===== src/rtl/ps2_pkg.sv =====
// Shared types and constants for the PS/2 scan-code receive path.
package ps2_pkg;

    typedef enum logic [1:0] {
        StIdle,
        StData,
        StParity,
        StStop
    } ps2_state_e;

    localparam logic [7:0] PS2_PREFIX_EXT = 8'hE0;
    localparam logic [7:0] PS2_PREFIX_BRK = 8'hF0;

    localparam logic [1:0] ERR_PARITY  = 2'b01;
    localparam logic [1:0] ERR_STOP    = 2'b10;
    localparam logic [1:0] ERR_TIMEOUT = 2'b11;

    typedef struct packed {
        logic       ext;
        logic       rel;
        logic [7:0] code;
    } ps2_evt_t;

endpackage


===== src/rtl/ps2_line_filter.sv =====
// Two-flop synchroniser plus glitch filter for one PS/2 line, with a
// registered falling-edge pulse on the filtered level.
module ps2_line_filter #(
    parameter int unsigned FILTER_LEN = 8
) (
    input  logic clk_i,
    input  logic rst_i,
    input  logic line_i,
    output logic level_o,
    output logic fall_o
);

    localparam int unsigned CntW = (FILTER_LEN > 2) ? $clog2(FILTER_LEN) : 1;
    localparam logic [CntW-1:0] CntLast = CntW'(FILTER_LEN - 1);

    logic [1:0]      sync_q;
    logic            level_q, level_d;
    logic [CntW-1:0] cnt_q, cnt_d;
    logic            fall_q, fall_d;

    // Level flips only after FILTER_LEN consecutive samples disagree with it.
    always_comb begin
        level_d = level_q;
        cnt_d   = '0;
        if (sync_q[1] != level_q) begin
            if (cnt_q == CntLast) begin
                level_d = sync_q[1];
            end else begin
                cnt_d = cnt_q + CntW'(1);
            end
        end
        fall_d = level_q & ~level_d;
    end

    always_ff @(posedge clk_i or posedge rst_i) begin
        if (rst_i) begin
            sync_q  <= 2'b11;
            level_q <= 1'b1;
            cnt_q   <= '0;
            fall_q  <= 1'b0;
        end else begin
            sync_q  <= {sync_q[0], line_i};
            level_q <= level_d;
            cnt_q   <= cnt_d;
            fall_q  <= fall_d;
        end
    end

    assign level_o = level_q;
    assign fall_o  = fall_q;

endmodule


===== src/rtl/ps2_scancode_receiver.sv =====
// PS/2 device-to-host receiver: deframes 11-bit frames, folds E0/F0 prefixes
// into key events and queues them in a show-ahead FIFO.
module ps2_scancode_receiver
    import ps2_pkg::*;
#(
    parameter int unsigned FILTER_LEN     = 8,
    parameter int unsigned TIMEOUT_CYCLES = 50000,
    parameter int unsigned FIFO_DEPTH     = 4
) (
    input  logic       clk,
    input  logic       rst,
    input  logic       ps2_clk,
    input  logic       ps2_data,
    output logic [7:0] evt_code,
    output logic       evt_extended,
    output logic       evt_release,
    output logic       evt_valid,
    input  logic       evt_ready,
    output logic       err_strb,
    output logic [1:0] err_code,
    output logic       overflow_strb
);

    localparam int unsigned IdleW = $clog2(TIMEOUT_CYCLES + 1);
    localparam logic [IdleW-1:0] IdleLast = IdleW'(TIMEOUT_CYCLES - 1);
    localparam int unsigned AddrW = $clog2(FIFO_DEPTH);
    localparam logic [AddrW:0] DepthVal = (AddrW + 1)'(FIFO_DEPTH);

    logic clk_fall, data_filt;
    logic clk_level_unused, data_fall_unused;

    ps2_line_filter #(.FILTER_LEN(FILTER_LEN)) u_clk_filter (
        .clk_i  (clk),
        .rst_i  (rst),
        .line_i (ps2_clk),
        .level_o(clk_level_unused),
        .fall_o (clk_fall)
    );

    ps2_line_filter #(.FILTER_LEN(FILTER_LEN)) u_data_filter (
        .clk_i  (clk),
        .rst_i  (rst),
        .line_i (ps2_data),
        .level_o(data_filt),
        .fall_o (data_fall_unused)
    );

    // ---------------- deframer ----------------
    ps2_state_e       state_q, state_d;
    logic [2:0]       bit_cnt_q, bit_cnt_d;
    logic [7:0]       shift_q, shift_d;
    logic             parity_q, parity_d;
    logic [IdleW-1:0] idle_cnt_q, idle_cnt_d;
    logic             byte_done_q, byte_done_d;
    logic             err_strb_q, err_strb_d;
    logic [1:0]       err_code_q, err_code_d;

    always_comb begin
        state_d     = state_q;
        bit_cnt_d   = bit_cnt_q;
        shift_d     = shift_q;
        parity_d    = parity_q;
        byte_done_d = 1'b0;
        err_strb_d  = 1'b0;
        err_code_d  = err_code_q;

        // Counts cycles since the last fall, so the abort lands exactly
        // TIMEOUT_CYCLES after it.
        if (state_q == StIdle) begin
            idle_cnt_d = '0;
        end else if (clk_fall) begin
            idle_cnt_d = IdleW'(1);
        end else begin
            idle_cnt_d = idle_cnt_q + IdleW'(1);
        end

        unique case (state_q)
            StIdle: begin
                if (clk_fall && !data_filt) begin
                    state_d    = StData;
                    bit_cnt_d  = '0;
                    idle_cnt_d = IdleW'(1);
                end
            end
            StData: begin
                if (clk_fall) begin
                    shift_d   = {data_filt, shift_q[7:1]};
                    bit_cnt_d = bit_cnt_q + 3'd1;
                    if (bit_cnt_q == 3'd7) state_d = StParity;
                end
            end
            StParity: begin
                if (clk_fall) begin
                    parity_d = data_filt;
                    state_d  = StStop;
                end
            end
            StStop: begin
                if (clk_fall) begin
                    state_d = StIdle;
                    if (!(^{shift_q, parity_q})) begin
                        err_strb_d = 1'b1;
                        err_code_d = ERR_PARITY;
                    end else if (!data_filt) begin
                        err_strb_d = 1'b1;
                        err_code_d = ERR_STOP;
                    end else begin
                        byte_done_d = 1'b1;
                    end
                end
            end
        endcase

        if (state_q != StIdle && !clk_fall && idle_cnt_q == IdleLast) begin
            state_d    = StIdle;
            idle_cnt_d = '0;
            err_strb_d = 1'b1;
            err_code_d = ERR_TIMEOUT;
        end
    end

    always_ff @(posedge clk or posedge rst) begin
        if (rst) begin
            state_q     <= StIdle;
            bit_cnt_q   <= '0;
            shift_q     <= '0;
            parity_q    <= 1'b0;
            idle_cnt_q  <= '0;
            byte_done_q <= 1'b0;
            err_strb_q  <= 1'b0;
            err_code_q  <= '0;
        end else begin
            state_q     <= state_d;
            bit_cnt_q   <= bit_cnt_d;
            shift_q     <= shift_d;
            parity_q    <= parity_d;
            idle_cnt_q  <= idle_cnt_d;
            byte_done_q <= byte_done_d;
            err_strb_q  <= err_strb_d;
            err_code_q  <= err_code_d;
        end
    end

    // ---------------- prefix decoder ----------------
    logic     ext_pend_q, ext_pend_d;
    logic     brk_pend_q, brk_pend_d;
    logic     push_q, push_d;
    ps2_evt_t push_evt_q, push_evt_d;

    always_comb begin
        ext_pend_d = ext_pend_q;
        brk_pend_d = brk_pend_q;
        push_d     = 1'b0;
        push_evt_d = push_evt_q;
        if (err_strb_q) begin
            ext_pend_d = 1'b0;
            brk_pend_d = 1'b0;
        end else if (byte_done_q) begin
            if (shift_q == PS2_PREFIX_EXT) begin
                ext_pend_d = 1'b1;
            end else if (shift_q == PS2_PREFIX_BRK) begin
                brk_pend_d = 1'b1;
            end else begin
                push_d     = 1'b1;
                push_evt_d = '{ext: ext_pend_q, rel: brk_pend_q, code: shift_q};
                ext_pend_d = 1'b0;
                brk_pend_d = 1'b0;
            end
        end
    end

    always_ff @(posedge clk or posedge rst) begin
        if (rst) begin
            ext_pend_q <= 1'b0;
            brk_pend_q <= 1'b0;
            push_q     <= 1'b0;
            push_evt_q <= '0;
        end else begin
            ext_pend_q <= ext_pend_d;
            brk_pend_q <= brk_pend_d;
            push_q     <= push_d;
            push_evt_q <= push_evt_d;
        end
    end

    // ---------------- event FIFO ----------------
    ps2_evt_t       mem_q [FIFO_DEPTH];
    logic [AddrW:0] wr_ptr_q, rd_ptr_q;
    logic           fifo_empty, fifo_full, pop, push_ok;
    logic           overflow_q;
    ps2_evt_t       head;

    assign fifo_empty = (wr_ptr_q == rd_ptr_q);
    assign fifo_full  = ((wr_ptr_q - rd_ptr_q) == DepthVal);
    assign pop        = !fifo_empty && evt_ready;
    // A pop frees the slot in the same edge, so a push while full still lands.
    assign push_ok    = push_q && (!fifo_full || pop);

    always_ff @(posedge clk or posedge rst) begin
        if (rst) begin
            for (int i = 0; i < FIFO_DEPTH; i++) mem_q[i] <= '0;
            wr_ptr_q   <= '0;
            rd_ptr_q   <= '0;
            overflow_q <= 1'b0;
        end else begin
            if (push_ok) begin
                mem_q[wr_ptr_q[AddrW-1:0]] <= push_evt_q;
                wr_ptr_q <= wr_ptr_q + (AddrW + 1)'(1);
            end
            if (pop) rd_ptr_q <= rd_ptr_q + (AddrW + 1)'(1);
            overflow_q <= push_q && !push_ok;
        end
    end

    assign head          = mem_q[rd_ptr_q[AddrW-1:0]];
    assign evt_code      = head.code;
    assign evt_extended  = head.ext;
    assign evt_release   = head.rel;
    assign evt_valid     = !fifo_empty;
    assign err_strb      = err_strb_q;
    assign err_code      = err_code_q;
    assign overflow_strb = overflow_q;

endmodule


===== config.mk =====
export PLATFORM = sky130hd
export DESIGN_NAME = ps2_scancode_receiver
export DESIGN_NICKNAME = d
export VERILOG_FILES = /design/src/rtl/ps2_pkg.sv /design/src/rtl/ps2_line_filter.sv /design/src/rtl/ps2_scancode_receiver.sv
export SDC_FILE = /design/constraint.sdc
export NUM_CORES = 1
export LEC_CHECK = 0
export CORE_ASPECT_RATIO = 0.6
export CORE_MARGIN = 4
export CORE_UTILIZATION = 64
export CTS_BUF_LIST = sky130_fd_sc_hd__clkbuf_16
export CTS_CLUSTER_DIAMETER = 30
export DETAILED_ROUTE_END_ITERATION = 8
export DONT_BUFFER_PORTS = 1
export GPL_ROUTABILITY_DRIVEN = 0
export GPL_TIMING_DRIVEN = 1
export PLACE_DENSITY = 0.8
export SLEW_MARGIN = 20
export SYNTH_ARGS = -nofsm -noshare
export SYNTH_HDL_FRONTEND = slang
export SYNTH_HIERARCHICAL = 1
export SYNTH_SLANG_ARGS = --single-unit

===== constraint.sdc =====
create_clock -name clk -period 8.4 [get_ports clk]
set_input_delay 1.68 -clock clk [delete_from_list [all_inputs] [get_ports clk]]
set_output_delay 1.68 -clock clk [all_outputs]
set_load 0.03 [all_outputs]

==> results.toml, run 1 <==
[global_route]
grt_pass1_wl_mm = 14.1
groute.usage.overall_pct = 20.5
antenna_found_initial = 0
gr-total-overflow = 0
grt_max_degree = 85
grt_pass1_vias = 2853

[clocking]
cts_sinks = 107
root_buffer = "clkbuf_16"
ctsResizeCount = 0
clk_pin_slew_worst_paths_ps = 70
h-tree-depth = 3
cts_buffer_depth = 2
cts_made_buffers = 9
hold_buffers = 0
insertion_delay_ps = 340
cts_tree = "built"
post_cts_buffers = 0

[timing]
slew_violations = 0
slew-limit-headroom_pct = 32.4
setup_ws_ps = 4780
hold_ws_ps = 359
skew_ps = 6.53
final_hold_viol_count = 0
rsz0062_at_grt = "no"
final.period_utilization_pct = 43.1
worst_slew_pin_slew_ps = 1010
finalSetupTns_ps = 0
setup_viol = 0
max_clock_freq_ghz = 0.276
layout_min_cycle_time_ps = 3620

[synth]
syn_area_sq_um = 4840
ys_warn_count = 6
syn_inst = 365
syn-num-nets = 388
syn_avg_cell_area_sq_um = 13.3

[cells_and_area]
final_util_pct = 71.2
finalInstanceArea_sq_um = 5200
num_antenna_cells = 0
instances_no_fill = 474
area_growth_pct = 7.37
drive_above_1_share_pct = 26.8
nFillCells = 521
nets = 388
layout_common_cells = "dfrtp_1 (101), mux2_2 (58), nand2_1 (22)"
mostFrequentLayoutCell = "dfrtp_1"

[power]
peakVddDrop_uv = 135
combPwrFrac_pct = 12.0
pwr-share-clk_pct = 36.2
swShare_pct = 25.4
power.leakage_nw = 2.53
seqPwrFrac_pct = 51.8
p_int_mw = 0.828
p_per_area_nw_per_um2 = 214
finalPower_mw = 1.11
p_switching_mw = 0.282

[route]
routed_wl_mm = 8.41
vias = 2758
post_drt_via_cell_ratio = 5.82
ant_nets = 0
wire_per_inst_microns = 17.7
drc_errors = 0
drt-pass1-iter-count = 4
drt_iter0_drc = 184

[critical_path]
rr_startpoint = "rd_ptr_q[0]"
startpoint = "rd_ptr_q[1]"
critPathKind = "reg2out"
end_kind = "output pin"
crit_required_ps = 6720
worstSetupStartpointType = "register"
crit_fanout = 13
arrival_ps = 1940

[placed_design]
dpl.hpwl_mm = 5.78
dpl.cell_count = 458
placed_area_sq_um = 4910
io_buffers = 0
place_ws_ps = 5120

[die]
dieHeight_microns = 75.4
io_pins = 20
dieArea_sq_um = 9060
fp.dieW_microns = 120
rows = 24
start_util_pct = 66.3
core_sq_um = 7300

[flow_run]
maxCapViolCount = 0

[hold_path]
hold_class = "reg2reg"
min_from = "u_clk_filter/sync_q[0]"

[outcome]
status = "complete, no violations"
-- cell type report --
cell class	instances	area, sq um	share of cell area, %
multi-input cells	234	2040	39.2
repair buffers	1	11.3	0.217
clock inverters	7	58.8	1.13
clock buffers	9	225	4.33
flip-flops and latches	107	2690	51.7
well taps	104	130	2.50
inverters	12	46.3	0.891
-- registers in the layout (all words and copies together), names as in the netlist, 2 cells and up --
signal / flops
u_data_filter/cnt_q: 3
shift_q: 8
push_evt_q: 10
idle_cnt_q: 16
state_q: 2
u_clk_filter/sync_q: 2
err_code: 2
mem_q: 40
wr_ptr_q: 3
u_data_filter/sync_q: 2
bit_cnt_q: 3
u_clk_filter/cnt_q: 3
rd_ptr_q: 3
-- worst paths after layout --
check / slack (ps) / end / depth (start not counted)
min in group asynchronous: 1110 / mem_q[29] / 1
max: 4780 / evt_valid / 4
max reg2reg: 5560 / mem_q[18] / 6
max in group asynchronous: 6340 / err_code[0] / 2
min reg2reg: 360 / u_clk_filter/sync_q[1] / 0
min: 360 / u_clk_filter/sync_q[1] / 0
-- critical path, stage by stage, from the launching register on --
cell	delay, ps
dfrtp_1	730
inv_1	100
ha_1	310
nand2_1	70
or2_2	370
-- power groups by stage --
stage | clock, mW | sequential [mW] | combinational, mW
after floorplan | 0 | 0.576 | 0.109
after global placement | 0 | 0.582 | 0.125
after detailed placement | 0 | 0.584 | 0.136
after CTS | 0.410 | 0.575 | 0.136
after global routing | 0.433 | 0.579 | 0.150
final | 0.402 | 0.575 | 0.134
-- layer usage --
metal  vias up  track usage [%]  part of all wire (%)
met1      1424             28.0                    48
met5         -                0                     0
met4         0             6.41                   1.5
met2        39             31.8                    46
li1       1283                -                     -
met3        12             7.34                   4.8
Power figures use the tool's default switching activity.
==> inputs of run 2 (changes only) <==
- CORE_UTILIZATION: 64 -> 57
- PLACE_DENSITY: 0.8 -> 0.75
- clock period: 8.4 -> 2.9 ns (I/O delays scaled with it)
==> run 2 against run 1 <==
Routed wire length rose by 3.6%. Utilization fell by 5.9 points. Sequential cell count did not move. Via count about the same. Sequential share of layout area fell by 0.72 points. Worst hold slack worse by 340 ps. Count of clock-buffer cells in the layout did not move. Die area rose by 11%. Clock skew up 0.63 ps. Register-to-register slack worse by 5000 ps. Critical endpoint is now mem_q[0].
==> results.toml, run 2 (synthesis gave the netlist of run 1 again) <==
[cells_and_area]
layout_common_cells = "dfrtp_1 (101), mux2_2 (58), nand2_1 (22)"
largest_reg_flops = 40
regMostFlops = "mem_q"
instances_no_fill = 482
nFillCells = 610
num_antenna_cells = 0
reg.largest.list = "mem_q x40, idle_cnt_q x16, push_evt_q x10"
mostFrequentLayoutCell = "dfrtp_1"
nets = 392
area_growth_pct = 8.89
drive_above_1_share_pct = 27.8

[critical_path]
slowest_stage = "and3_1"
crit_fanout = 11
arrival_ps = 2590
worstSetupStartpointType = "register"
critPathKind = "reg2reg"
startpoint = "wr_ptr_q[0]"
cp_cell_sequence = "inv_1 -> ha_1 -> nand2_1 -> o21ai_2 -> nand4_1 -> and3_1 -> mux2_2"
rr_startpoint = "wr_ptr_q[0]"
end_kind = "register"
critical-path-max-stage-delay_ps = 580
crit_required_ps = 3130

[timing]
rsz0062_at_grt = "no"
layout_min_cycle_time_ps = 2370
max_clock_freq_ghz = 0.423
slew_violations = 0
finalSetupTns_ps = 0
final_hold_viol_count = 0
skew_ps = 7.17
worst_slew_pin_slew_ps = 595
setup_viol = 0
final.period_utilization_pct = 81.6
slew-limit-headroom_pct = 60.3
hold_ws_ps = 22.8

[clocking]
root_buffer = "clkbuf_16"
hold_buffers = 0
post_cts_buffers = 0
cts_made_buffers = 9
insertion_delay_ps = 350
cts_sinks = 107
cts_buffer_depth = 2
cts_tree = "built"
h-tree-depth = 3
ctsResizeCount = 0
clk_pin_slew_worst_paths_ps = 70

[route]
post_drt_via_cell_ratio = 5.73
drc_errors = 0
ant_nets = 0
vias = 2760
drt_iter0_drc = 190
drt-pass1-iter-count = 4
wire_per_inst_microns = 18.1
routed_wl_mm = 8.71

[global_route]
grt_pass1_vias = 2839
groute.usage.overall_pct = 19.2
antenna_found_initial = 0
gr-total-overflow = 0
grt_max_degree = 71
grt_pass1_wl_mm = 14.8

[power]
peakVddDrop_uv = 457
power.leakage_nw = 2.57
p_per_area_nw_per_um2 = 633
finalPower_mw = 3.33

[flow_run]
maxCapViolCount = 0

[die]
rows = 25
io_pins = 20
core_sq_um = 8070
start_util_pct = 60.0
dieHeight_microns = 79.4
dieArea_sq_um = 10100
fp.dieW_microns = 127

[hold_path]
hold_class = "in2async"

[placed_design]
io_buffers = 0
dpl.hpwl_mm = 5.89
dpl.cell_count = 466

[outcome]
status = "complete, no violations"
## run 2: cell count changes in the layout (fill, tap and decap cells not counted)
cell / change
buf_12: +1
buf_4: +4
clkinv_2: -2
bufinv_16: +1
inv_1: +2
buf_6: -1
clkinv_1: -3
clkinv_4: -1
clkinvlp_4: +3
## run 2: area by class of cell
| class | count | area, sq um | area share [%] |
|---|---|---|---|
| clock buffers | 9 | 225 | 4.27 |
| clock inverters | 7 | 86.3 | 1.64 |
| well taps | 108 | 135 | 2.56 |
| multi-input cells | 234 | 2040 | 38.7 |
| flip-flops and latches | 107 | 2690 | 50.9 |
| repair buffers | 5 | 50.0 | 0.950 |
| inverters | 12 | 48.8 | 0.926 |
## run 2: per-stage QoR
step,setup slack (ps),util [%],cell area (sq um)
CTS,515,65.3,5270
floorplan,665,-,4840
global placement,634,61.4,4960
global route,381,65.3,5270
detailed placement,567,61.4,4960
finish,534,65.3,5270
## run 2: critical path, delay by kind of cell (launching register included)
kind                       cells  cell delay (ps)
AOI/OAI and AO/OA              1               80
adders and majority gates      1              320
buffers and inverters          1              110
DFF                            1              420
muxes                          1              400
and+or+nand+nor                3              900
## run 2: layer usage
layer	global-route usage (%)	wire length, microns	vias to the layer above
li1	-	-	1297
met1	26.8	4330	1411
met2	28.7	3880	43
met3	6.48	376	9
met4	6.10	118	0
met5	0	0	-
## run 2: worst paths after layout
| check | end | slack, ps | cells past startpoint |
|---|---|---|---|
| setup / recovery | mem_q[0] | 530 | 7 |
| hold / removal | u_data_filter/cnt_q[2] | 20 | 1 |
| setup reg to reg | mem_q[0] | 530 | 7 |
| hold reg to reg | u_data_filter/sync_q[1] | 360 | 0 |
| max in group asynchronous | mem_q[10] | 2010 | 2 |
| min in group clk | u_clk_filter/sync_q[0] | 220 | 0 |
## run 2: power by group
group | total [mW] | switching [mW] | internal, mW
registers | 1.66 | 0.0770 | 1.59
clock network | 1.27 | 0.527 | 0.747
logic | 0.395 | 0.231 | 0.165
